[src/rtl/spdif_tx_sched.sv]
// spdif_tx_sched: feeds spdif_tx from a PCM source (src0) and an IEC 61937
// burst source (src1). Each source has a small FIFO. The frame source
// changes only on 192-frame channel-status block boundaries. An empty
// active FIFO mutes the frame with valid=0 and pulses underrun.
//
// Optional build macro SPDIF_TX_SCHED_UNDERRUN_CNT_EN adds a saturating
// 16-bit underrun counter (underrun_cnt) with a synchronous clear
// (underrun_clr).
module spdif_tx_sched #(
    parameter int FIFO_AW = 2,
    parameter int BLK_LEN = 192
) (
    input  logic        clk,
    input  logic        rst_n,
    input  logic        en,
    input  logic        sel,
    input  logic [23:0] src0_l,
    input  logic [23:0] src0_r,
    input  logic        src0_valid,
    output logic        src0_ready,
    input  logic [23:0] src1_l,
    input  logic [23:0] src1_r,
    input  logic        src1_valid,
    output logic        src1_ready,
    output logic [23:0] tx_audio_l,
    output logic [23:0] tx_audio_r,
    output logic        tx_mode,
    output logic        tx_valid,
    input  logic        tx_ack,
    output logic [1:0]  cur_src,
    output logic [7:0]  frame_idx,
`ifdef SPDIF_TX_SCHED_UNDERRUN_CNT_EN
    input  logic        underrun_clr,
    output logic [15:0] underrun_cnt,
`endif
    output logic        underrun
);

    localparam int               DEPTH    = 1 << FIFO_AW;
    localparam logic [FIFO_AW:0] DEPTH_C  = (FIFO_AW + 1)'(DEPTH);
    localparam logic [7:0]       LAST_IDX = 8'(BLK_LEN - 1);

    // Encoding matches the cur_src output directly.
    typedef enum logic [1:0] {
        ST_MUTE = 2'd0,
        ST_PCM  = 2'd1,
        ST_IEC  = 2'd2
    } state_e;

    // ------------------------------------------------------------------
    // Per-source FIFOs (index 0 = PCM, index 1 = IEC), entry = {R, L}
    // ------------------------------------------------------------------
    logic [47:0]        mem_q    [2][DEPTH];
    logic [FIFO_AW-1:0] wr_ptr_q [2];
    logic [FIFO_AW-1:0] rd_ptr_q [2];
    logic [FIFO_AW:0]   level_q  [2];

    logic [1:0]  push_s;
    logic [1:0]  pop_s;
    logic [1:0]  full_s;
    logic [1:0]  empty_s;
    logic [47:0] wdata_s [2];
    logic [47:0] head_s  [2];

    // FIFO status flags and combinational head read.
    always_comb begin
        wdata_s[0] = {src0_r, src0_l};
        wdata_s[1] = {src1_r, src1_l};
        for (int s = 0; s < 2; s++) begin
            full_s[s]  = (level_q[s] == DEPTH_C);
            empty_s[s] = (level_q[s] == '0);
            head_s[s]  = mem_q[s][rd_ptr_q[s]];
        end
    end

    // Ready is plain !full: a pop in the same cycle does not open a slot.
    assign push_s[0]  = src0_valid & ~full_s[0];
    assign push_s[1]  = src1_valid & ~full_s[1];
    assign src0_ready = ~full_s[0];
    assign src1_ready = ~full_s[1];

    // FIFO storage, pointers and fill levels.
    always_ff @(posedge clk or negedge rst_n) begin
        if (!rst_n) begin
            for (int s = 0; s < 2; s++) begin
                wr_ptr_q[s] <= '0;
                rd_ptr_q[s] <= '0;
                level_q[s]  <= '0;
                for (int i = 0; i < DEPTH; i++) begin
                    mem_q[s][i] <= 48'h0;
                end
            end
        end else begin
            for (int s = 0; s < 2; s++) begin
                if (push_s[s]) begin
                    mem_q[s][wr_ptr_q[s]] <= wdata_s[s];
                    wr_ptr_q[s]           <= wr_ptr_q[s] + 1'b1;
                end
                // A pop always takes the pre-push head.
                if (pop_s[s]) begin
                    rd_ptr_q[s] <= rd_ptr_q[s] + 1'b1;
                end
                case ({push_s[s], pop_s[s]})
                    2'b10:   level_q[s] <= level_q[s] + 1'b1;
                    2'b01:   level_q[s] <= level_q[s] - 1'b1;
                    default: level_q[s] <= level_q[s];
                endcase
            end
        end
    end

    // ------------------------------------------------------------------
    // Scheduler
    // ------------------------------------------------------------------
    state_e      state_q, state_d;
    logic [7:0]  frame_idx_q, frame_idx_d;
    logic [23:0] tx_l_q, tx_l_d;
    logic [23:0] tx_r_q, tx_r_d;
    logic        tx_mode_q, tx_mode_d;
    logic        tx_valid_q, tx_valid_d;
    logic        underrun_q, underrun_d;
    logic        boundary_s;

    // Source selection is re-evaluated only on the block boundary ack;
    // an empty requested FIFO parks the block in MUTE until the next one.
    always_comb begin
        boundary_s = tx_ack && (frame_idx_q == LAST_IDX);
        state_d    = state_q;
        if (boundary_s) begin
            if (!en) begin
                state_d = ST_MUTE;
            end else if (sel) begin
                state_d = empty_s[1] ? ST_MUTE : ST_IEC;
            end else begin
                state_d = empty_s[0] ? ST_MUTE : ST_PCM;
            end
        end else begin
            state_d = state_q;
        end
    end

    // Frame counter and output-register load, driven from the next state so
    // the first frame of a new block already comes from the new source.
    always_comb begin
        frame_idx_d = frame_idx_q;
        pop_s       = 2'b00;
        tx_l_d      = tx_l_q;
        tx_r_d      = tx_r_q;
        tx_mode_d   = tx_mode_q;
        tx_valid_d  = tx_valid_q;
        underrun_d  = 1'b0;
        if (tx_ack) begin
            frame_idx_d = boundary_s ? 8'd0 : (frame_idx_q + 8'd1);
            case (state_d)
                ST_PCM: begin
                    tx_mode_d = 1'b0;
                    if (!empty_s[0]) begin
                        pop_s[0]         = 1'b1;
                        {tx_r_d, tx_l_d} = head_s[0];
                        tx_valid_d       = 1'b1;
                    end else begin
                        {tx_r_d, tx_l_d} = 48'h0;
                        tx_valid_d       = 1'b0;
                        underrun_d       = 1'b1;
                    end
                end
                ST_IEC: begin
                    tx_mode_d = 1'b1;
                    if (!empty_s[1]) begin
                        pop_s[1]         = 1'b1;
                        {tx_r_d, tx_l_d} = head_s[1];
                        tx_valid_d       = 1'b1;
                    end else begin
                        {tx_r_d, tx_l_d} = 48'h0;
                        tx_valid_d       = 1'b0;
                        underrun_d       = 1'b1;
                    end
                end
                default: begin
                    {tx_r_d, tx_l_d} = 48'h0;
                    tx_mode_d        = 1'b0;
                    tx_valid_d       = 1'b0;
                end
            endcase
        end else begin
            frame_idx_d = frame_idx_q;
        end
    end

    // State, frame counter and registered spdif_tx holding outputs.
    always_ff @(posedge clk or negedge rst_n) begin
        if (!rst_n) begin
            state_q     <= ST_MUTE;
            frame_idx_q <= 8'd0;
            tx_l_q      <= 24'h0;
            tx_r_q      <= 24'h0;
            tx_mode_q   <= 1'b0;
            tx_valid_q  <= 1'b0;
            underrun_q  <= 1'b0;
        end else begin
            state_q     <= state_d;
            frame_idx_q <= frame_idx_d;
            tx_l_q      <= tx_l_d;
            tx_r_q      <= tx_r_d;
            tx_mode_q   <= tx_mode_d;
            tx_valid_q  <= tx_valid_d;
            underrun_q  <= underrun_d;
        end
    end

    assign tx_audio_l = tx_l_q;
    assign tx_audio_r = tx_r_q;
    assign tx_mode    = tx_mode_q;
    assign tx_valid   = tx_valid_q;
    assign cur_src    = state_q;
    assign frame_idx  = frame_idx_q;
    assign underrun   = underrun_q;

`ifdef SPDIF_TX_SCHED_UNDERRUN_CNT_EN
    logic [15:0] underrun_cnt_q;

    // Saturating underrun counter; clear takes priority over a count.
    always_ff @(posedge clk or negedge rst_n) begin
        if (!rst_n) begin
            underrun_cnt_q <= 16'h0000;
        end else if (underrun_clr) begin
            underrun_cnt_q <= 16'h0000;
        end else if (underrun_q && (underrun_cnt_q != 16'hFFFF)) begin
            underrun_cnt_q <= underrun_cnt_q + 16'h0001;
        end
    end

    assign underrun_cnt = underrun_cnt_q;
`endif

endmodule
[config.mk]
export PLATFORM = sky130hd
export DESIGN_NAME = spdif_tx_sched
export DESIGN_NICKNAME = d
export VERILOG_FILES = /design/src/rtl/spdif_tx_sched.sv
export SDC_FILE = /design/constraint.sdc
export NUM_CORES = 1
export LEC_CHECK = 0
export ABC_CLOCK_PERIOD_IN_PS = 4250
export BUFFER_PORTS_ARGS = -buffer_cell sky130_fd_sc_hd__buf_2
export CORE_ASPECT_RATIO = 0.8
export CORE_MARGIN = 8
export CORE_UTILIZATION = 40
export DETAILED_ROUTE_END_ITERATION = 7
export GPL_TIMING_DRIVEN = 0
export HOLD_SLACK_MARGIN = 0.06
export PLACE_DENSITY = 0.59
export SYNTH_ARGS = -nofsm -noshare
export SYNTH_HDL_FRONTEND = slang
export SYNTH_SLANG_ARGS = --single-unit
[constraint.sdc]
create_clock -name clk -period 4.25 [get_ports clk]
set_clock_uncertainty 0.05 [all_clocks]
set_input_delay 0.85 -clock clk [delete_from_list [all_inputs] [get_ports clk]]
set_output_delay 0.85 -clock clk [all_outputs]
set_load 0.02 [all_outputs]
==> metrics.cfg <==
[status]
status=completed

[power]
ir_worst_vdd_mv=0.276
p_total_uw=16600
p_per_area_mw_per_mm2=672
leakagePower_uw=0.0105

[timing]
post-route-period-util=0.954
maxSlewViolCount=0
holdWs_ns=0.204
min_period_ns=4.05
max_freq_mhz=247
slew_headroom=0.386
layout_setup_ws_ns=0.196
tightest_slew_ns=0.921
hold_viol_final=0
setup_viol=0
rsz0062_at_grt=no

[worst_setup_path]
critPathKind=in2reg
endpoint_kind=flip-flop
worst-path-max-fanout=9
crit_slowest_cell=nor3_2
startpoint_type=input port
cpLargestDelayFamily=simple AND/OR/NAND/NOR gates
cp_cell_sequence=clkbuf_2, nand2_1, nor3_2, mux2_2, ha_1, o31a_1, clkbuf_1, and2_1, ha_1, fa_1, xnor2_1, nor2_1, xor2_1
arrival_ns=4.46
slowest_delay_ns=0.55
crit_top_cell=ha_1
crit_buf_inv=2
required_ns=4.66

[clocking]
clock-sinks=459
htreeDepth=2
path_clk_slew_ns=0.06
ctsHoldBuffers=0
cts_buffer_depth=3
cts_buffers=49
cts_tree=built
root_buffer=clkbuf_16
clkLatencyLatePin_ns=0.58
cts_post_setup_buffers_inserted=0

[synth]
syn_area_mm2=0.0212
synth_enable_flop_cells=0
syn_area_per_cell_um2=14.2
synth.top_cell.area_share=0.543
synth-seq-cells=459
synth_top_area_cell=dfrtp_1
seq_area_frac_synth=0.543
ys_types=38
synth_cells=1486
async_reset_ff_frac=1.00
synthTopCellsByArea=dfrtp_1 (54%), mux2_2 (21%), mux4_2 (5.1%), nor2b_1 (2.9%), mux2_4 (2.8%)
yosysMostFrequentCell=dfrtp_1
synthFlopType=dfrtp_1
yosysWarnings=0
synth.top_cells.by_count=dfrtp_1 (459), mux2_2 (399), nor2b_1 (98), nand3_1 (58)
syn-num-nets=1604

[die]
die_h_um=222
io_pins=166
row_count=75
initial_core_util=0.404
die_w_um=273
fp.dieArea_mm2=0.0605
core_mm2=0.0524

[layout]
final_cell_area_mm2=0.0246
fill_cells=4651
drive_gt1_frac=0.458
layout.nets=1822
syn_to_final_growth_pct=16.5
utilization=0.471

[place]
pre_cts_ws_ns=-0.820
dpl_cell_area_mm2=0.0230
portBuffers=164
gp_congestion=0.767
hpwl_um=39300

[global_routing]
overflow=0
grtUsageTotal=0.189
grt_antenna_before_repair=19
grt_pass1_vias=14315
grt_pass1_wl_um=89100
grt_max_degree=116

[worst_hold_path]
hold_class=in2async

[drt]
drtAntennaViolNets=0
drt-total-wl_um=57700
drc_errors=0
routedWlPerCell_um=23.6
via_count=13428
drtIter0Drc=761
first_pass_iters=5
via_per_inst=5.50

[job]
maxCapViolations=0

## cell families after synthesis
| group | Yosys count | share of synthesized area |
|---|---|---|
| XOR/XNOR | 15 | 0.00621 |
| flip-flops | 459 | 0.543 |
| AND/OR/NAND/NOR | 232 | 0.0676 |
| multiplexers | 489 | 0.293 |
| adder cells (fa/ha/maj) | 15 | 0.00958 |
| AO/OA/AOI/OAI | 157 | 0.0523 |
| buffers and inverters | 119 | 0.0285 |
## path summary, 6_finish.rpt
check	start	end	slack, ns	cells past startpoint
min	rst_n	frame_idx[2]	0.20	1
max in group asynchronous	rst_n	mem_q[227]	2.54	3
min in group clk	mem_q[164]	mem_q[164]	0.45	1
min reg2reg	mem_q[164]	mem_q[164]	0.45	1
max	tx_ack	level_q[5]	0.20	13
max reg2reg	frame_idx[1]	level_q[5]	0.35	13
## layer usage
layer	global-route usage	wire length [um]
met3	0.0454	3370
met5	0	102
met4	0.0539	1320
met1	0.268	26900
met2	0.288	26100
## power breakdown
group | switching, uW | internal [uW] | total [uW]
logic | 1870 | 2980 | 4850
clock network | 1770 | 2640 | 4400
registers | 958 | 6340 | 7300
## sequential cells by signal, summed over array words and instances (netlist names)
| register | count |
|---|---|
| tx_mode | 1 |
| mem_q | 384 |
| frame_idx | 8 |
| tx_valid | 1 |
| rd_ptr_q | 4 |
| cur_src | 2 |
| tx_audio_l | 24 |
| underrun | 1 |
| tx_audio_r | 24 |
| level_q | 6 |
| wr_ptr_q | 4 |
## area by class of cell
cell class / instances / area, um2 / area share
Sequential cell: 459 / 11500 / 0.466
Clock inverter: 15 / 183 / 0.00741
Antenna cell: 9 / 22.5 / 0.000914
Multi-Input combinational cell: 908 / 9060 / 0.368
Tap cell: 693 / 867 / 0.0352
Inverter: 10 / 37.5 / 0.00152
Timing Repair Buffer: 168 / 941 / 0.0382
Buffer: 108 / 563 / 0.0229
Clock buffer: 72 / 1480 / 0.0599
## through the flow
stage,std cells,setup TNS (ns)
2_1_floorplan,1486,0
3_3_place_gp,2343,-3245.55
3_5_place_dp,2347,-31.10
4_1_cts,2434,0
5_1_grt,2436,0
6_report,2442,0
## cell usage in the layout, fill, tap and decap left out, types with 9 or more instances in the layout
cell       Yosys  layout
buf_2         34     197
mux2_4        40      40
dfrtp_1      459     459
mux4_2        48      48
a21oi_1       49      49
clkbuf_8       0      12
nor2b_1       98      98
clkbuf_16      0      51
diode_2        0       9
o31ai_1       48      48
xnor2_1        9       9
buf_4         18      18
ha_1          13      13
mux2_2       399     399
a2111oi_0     48      48
nand3_1       58      58
inv_1         10      10
clkbuf_1      46      53
clkinv_2       0       9
nor3b_1       49      49
## what timing repair did
action                                  in CTS  in global routing
gates resized for setup                      1                  1
endpoints found under the setup margin      19                  2
pin swaps                                    0                  0
No activity file was read; power rests on OpenSTA's default activity.
